[src/rtl/debug_pkg.sv]
// Shared constants and state encoding for the serial-debug printers.
package debug_pkg;

    localparam logic [7:0] ASCII_CR = 8'h0D;
    localparam logic [7:0] ASCII_LF = 8'h0A;
    localparam logic [7:0] ASCII_0  = 8'h30;
    localparam logic [7:0] ASCII_A  = 8'h41;
    localparam logic [7:0] ASCII_a  = 8'h61;

    typedef enum logic [1:0] {
        IDLE      = 2'd0,
        SEND      = 2'd1,
        WAIT_BUSY = 2'd2,
        WAIT_DONE = 2'd3
    } state_t;

endpackage

[src/rtl/nibble_to_ascii.sv]
// Combinational hex digit to ASCII character.
module nibble_to_ascii
    import debug_pkg::*;
#(
    parameter bit UPPERCASE = 1'b1
) (
    input  logic [3:0] nibble,
    output logic [7:0] ascii
);

    localparam logic [7:0] ALPHA = UPPERCASE ? ASCII_A : ASCII_a;

    always_comb begin
        unique case (1'b1)
            (nibble < 4'd10): ascii = ASCII_0 + {4'h0, nibble};
            default:          ascii = ALPHA + {4'h0, nibble} - 8'd10;
        endcase
    end

endmodule

[src/rtl/hex_word_tx.sv]
// Prints one word as ASCII hex (MSN first, optional CR LF)
// through a start/data/ready UART byte interface.
module hex_word_tx
    import debug_pkg::*;
#(
    parameter int NIBBLES   = 8,
    parameter bit SEND_CRLF = 1'b1,
    parameter bit UPPERCASE = 1'b1,
    parameter int BUSY_WAIT = 4
) (
    input  logic                 clk,
    input  logic                 rst,
    input  logic                 in_valid,
    input  logic [4*NIBBLES-1:0] in_data,
    output logic                 in_ready,
    output logic                 tx_start,
    output logic [7:0]           tx_data,
    input  logic                 tx_ready,
    output logic                 busy
);

    localparam int W    = 4 * NIBBLES;
    localparam int IW   = $clog2(NIBBLES + 2);
    localparam int TW   = $clog2(BUSY_WAIT + 1);
    localparam int LAST = SEND_CRLF ? NIBBLES + 1 : NIBBLES - 1;

    typedef logic [IW-1:0] idx_t;

    localparam idx_t LAST_I = idx_t'(LAST);
    localparam logic [TW-1:0] TMO_END = TW'(BUSY_WAIT - 1);

    state_t        state;
    logic [W-1:0]  word_r;
    idx_t          idx;
    logic [TW-1:0] tmo;

    logic [W-1:0] src_word;
    idx_t         src_idx;
    logic [3:0]   nib;
    logic [7:0]   hex_c;
    logic [7:0]   next_c;

    // The next character is prepared ahead so tx_data is stable all of SEND.
    always_comb begin
        src_word = (state == IDLE) ? in_data : word_r;
        src_idx  = (state == IDLE) ? '0 : idx + idx_t'(1);
        nib      = '0;
        if (int'(src_idx) < NIBBLES)
            nib = 4'(src_word >> (4 * (NIBBLES - 1 - int'(src_idx))));
        next_c = hex_c;
        if (SEND_CRLF && int'(src_idx) == NIBBLES)
            next_c = ASCII_CR;
        if (SEND_CRLF && int'(src_idx) == NIBBLES + 1)
            next_c = ASCII_LF;
    end

    nibble_to_ascii #(
        .UPPERCASE(UPPERCASE)
    ) u_n2a (
        .nibble(nib),
        .ascii (hex_c)
    );

    always_ff @(posedge clk) begin
        if (rst) begin
            state    <= IDLE;
            word_r   <= '0;
            idx      <= '0;
            tmo      <= '0;
            tx_start <= 1'b0;
            tx_data  <= 8'h00;
            in_ready <= 1'b1;
            busy     <= 1'b0;
        end else begin
            tx_start <= 1'b0;
            unique case (state)
                IDLE: begin
                    if (in_valid && in_ready) begin
                        word_r   <= in_data;
                        idx      <= '0;
                        tx_data  <= next_c;
                        in_ready <= 1'b0;
                        busy     <= 1'b1;
                        state    <= SEND;
                    end
                end
                SEND: begin
                    if (tx_ready) begin
                        tx_start <= 1'b1;
                        tmo      <= '0;
                        state    <= WAIT_BUSY;
                    end
                end
                // Timeout covers a transmitter that never drops ready.
                WAIT_BUSY: begin
                    if (!tx_ready || tmo == TMO_END)
                        state <= WAIT_DONE;
                    else
                        tmo <= tmo + 1'b1;
                end
                WAIT_DONE: begin
                    if (tx_ready) begin
                        if (idx == LAST_I) begin
                            in_ready <= 1'b1;
                            busy     <= 1'b0;
                            state    <= IDLE;
                        end else begin
                            idx     <= idx + idx_t'(1);
                            tx_data <= next_c;
                            state   <= SEND;
                        end
                    end
                end
                default: state <= IDLE;
            endcase
        end
    end

endmodule

[config.mk]
export PLATFORM = sky130hd
export DESIGN_NAME = hex_word_tx
export DESIGN_NICKNAME = d
export VERILOG_FILES = /design/src/rtl/debug_pkg.sv /design/src/rtl/nibble_to_ascii.sv /design/src/rtl/hex_word_tx.sv
export SDC_FILE = /design/constraint.sdc
export NUM_CORES = 1
export LEC_CHECK = 0
export CORE_MARGIN = 4
export CORE_UTILIZATION = 40
export DETAILED_ROUTE_END_ITERATION = 7
export GPL_TIMING_DRIVEN = 1
export PLACE_DENSITY = 0.69
export SLEW_MARGIN = 20
export SYNTH_ARGS = -nofsm -noshare
export SYNTH_HDL_FRONTEND = slang
export SYNTH_HIERARCHICAL = 1
export SYNTH_SLANG_ARGS = --single-unit
[constraint.sdc]
create_clock -name clk -period 2.59 [get_ports clk]
set_clock_uncertainty 0.15 [all_clocks]
set_input_delay 0.518 -clock clk [delete_from_list [all_inputs] [get_ports clk]]
set_output_delay 0.518 -clock clk [all_outputs]
set_load 0.005 [all_outputs]
==> qor.csv <==
metric,value,unit
r2r_setup_slack,0.12,ns
r2r_end,tx_data[1],
core-area,0.00642,sq mm
diodes,0,
drt-total-wl,6.39,mm
setup_viol,0,
dieArea,0.00810,sq mm
htree_levels,2,
area_growth,33.9,%
finalCritPeriodShare,95.5,%
cts_root_buf,clkbuf_8,
max_freq,0.404,GHz
multi_input_area,0.00163,sq mm
clk_pin_slew,0.10,ns
io_pins,47,
track_usage,15.7,%
initialDrtViolationCount,101,
io_buffers,46,
cts.sinks,52,
path_class,reg2reg,
gr-total-overflow,0,
cts_buffers,5,
synth_area_leader_cell,dfxtp_1,
synth_fp_nets,372,
yosysSeqAreaShare,38.7,%
grt_max_degree,34,
synth-edff-count,0,
synth.distinct_cells,53,
rows,29,
first_global_vias,2340,
seq_area,0.00105,sq mm
yosys_warnings,6,
dp_hpwl,4.79,mm
finish.instance_area,0.00360,sq mm
cp-startpoint,idx[0],
worstMarginPinSlew,0.533,ns
maxSlewHeadroom,64.4,%
globalplace.congestion,0.828,
rr_startpoint,idx[0],
grt_pass1_wl,10.9,mm
routedWlPerCell,13.8,um
antenna_found_initial,0,
syn-instance-count,327,
clk_path_buf_depth,2,
max_cap_viol_count,0,
fin_util,56.1,%
drtPass1Iterations,4,
period_minus_slack,2.47,ns
vias_per_cell,5.23,
dpl_cell_area,0.00338,sq mm
synthFlopType,dfxtp_1,
powerDensity,919,mW/mm^2
slew_viol_final,0,
fin_nets,431,
layout-drive-gt1-share,18.6,%
netlist_area,0.00269,sq mm
fill_cells,593,
start_util,41.9,%
cp-endpoint,tx_data[1],
startpoint_type,flop,
synth_area_leaders,"dfxtp_1 39%, nand2_1 11%, a21oi_1 8.0%",
finalHoldViolations,0,
reg2regPathDepth,11,
worstHoldPathCells,2,
ant_nets,0,
irDropWorstVdd,0.349,mV
cp_data_required_time,2.66,ns
num_vias,2429,
syn_avg_cell_area,8.23,sq um
worst_setup_path_end_kind,flop,
async_flop_share,0,%
die_w,90.0,um
arrival,2.55,ns
status,completed,
critPathMaxFanout,5,
cts_tree,done,
hold_class,reg2reg,
die_y,90.0,um
ys_ff_latch,52,
insertion_delay,0.30,ns
route.detailed.drc,0,
power_leakage,1.34,nW
synthDominantCellAreaShare,38.7,%
## worst min-delay path by stage
stage               start          to
2_1_floorplan   word_r[1]   word_r[1]
3_3_place_gp   word_r[14]  word_r[14]
3_5_place_dp   tx_data[6]  tx_data[6]
4_1_cts         word_r[9]   word_r[9]
5_1_grt         word_r[9]   word_r[9]
6_report       tx_data[7]  tx_data[7]
## timing repair
action,4_1_cts,5_1_grt
setup endpoints to repair,3,5
setup buffers,0,3
hold buffers,0,0
pin swaps,0,11
cloned,0,0
gates resized for setup,3,21
## synth_stat cells, drive strengths merged, types with 2 or more instances
cell / count
a2111oi: 2
a211oi: 5
a21o: 2
a21oi: 43
a22oi: 4
a311oi: 2
and2: 2
buf: 6
clkbuf: 15
dfxtp: 52
ha: 9
inv: 10
mux2: 2
mux2i: 8
mux4: 5
nand2: 81
nand2b: 4
nand3: 3
nand3b: 5
nand4b: 4
nor2: 16
nor2b: 5
nor3b: 2
nor4: 2
o21ai: 13
o21bai: 3
or3: 3
xnor2: 2
## kinds of logic (layout without fill, tap and decap cells)
logic type      count (synthesis)  count (layout)  synth area share (%)
mux                            15              15                  8.14
compound gates                 85              85                  20.6
buf+inv                        31              91                  4.74
flops                          52              52                  38.7
xor+xnor                        2               2                 0.651
fa+ha+maj                       9               9                  4.19
simple gates                  132             132                  22.9
other cells                     1               1                 0.139
## placed cells by master, fill, tap and decap left out, types with 4 or more instances in the layout
master            n
a21oi_1          41
a22oi_1           4
buf_4            24
clkbuf_8          5
clkdlybuf4s50_1  45
dfxtp_1          48
ha_1              6
inv_1             7
mux2i_1           7
mux4_2            5
nand2_1          80
nand3b_1          5
nand4b_1          4
nor2_1           15
nor2b_1           4
o21ai_0           7
## layout make-up
type	count	share of cell area, %
multi-input combinational	244	45.4
sequential	52	29.1
timing repair buffer	73	18.8
tap	77	2.67
clock buffer	6	2.01
inverter	10	1.04
clock inverter	2	0.973
## worst max-delay path, cell delays in order (launching register included)
cell	delay (ns)
dfxtp_4	0.39
buf_6	0.13
nand3_1	0.08
and2_1	0.18
or3_4	0.37
o21ai_2	0.18
inv_1	0.06
ha_1	0.30
a21oi_2	0.17
and2_1	0.14
a311oi_1	0.04
a311oi_1	0.20
## metrics by stage
step                      TNS [ns]  setup WS [ns]  total power [mW]  instances  hold WS (ns)
after floorplan           -0.00257       -0.00257              2.12        327         0.282
after global placement           0        0.00305              2.68        454         0.292
after detailed placement    -0.324         -0.158              2.71        454         0.296
after CTS                        0        0.00575              3.27        462         0.310
after global routing       -0.0325        -0.0325              3.55        464         0.329
final                            0          0.116              3.31        464         0.306
## per-layer routing
| layer | GRT usage (%) | up-vias | share of wire [%] |
|---|---|---|---|
| li1 | - | 1253 | - |
| met2 | 27.6 | 45 | 50 |
| met5 | 0 | - | 0 |
| met3 | 2.75 | 8 | 3.6 |
| met4 | 3.44 | 0 | 0.85 |
| met1 | 20.1 | 1123 | 45 |
## flip-flops by register name, summed over array words and instances, names as in the netlist
register / cells
busy: 1
idx: 4
in_ready: 1
state: 2
tmo: 3
tx_data: 8
tx_start: 1
word_r: 32
## where the power goes
part,leakage (nW),switching (mW),total [mW],internal [mW]
Sequential,0.428,0.109,1.10,0.995
Clock,0.0552,0.264,0.551,0.287
Combinational,0.852,0.846,1.66,0.810
Power figures use the tool's default switching activity.
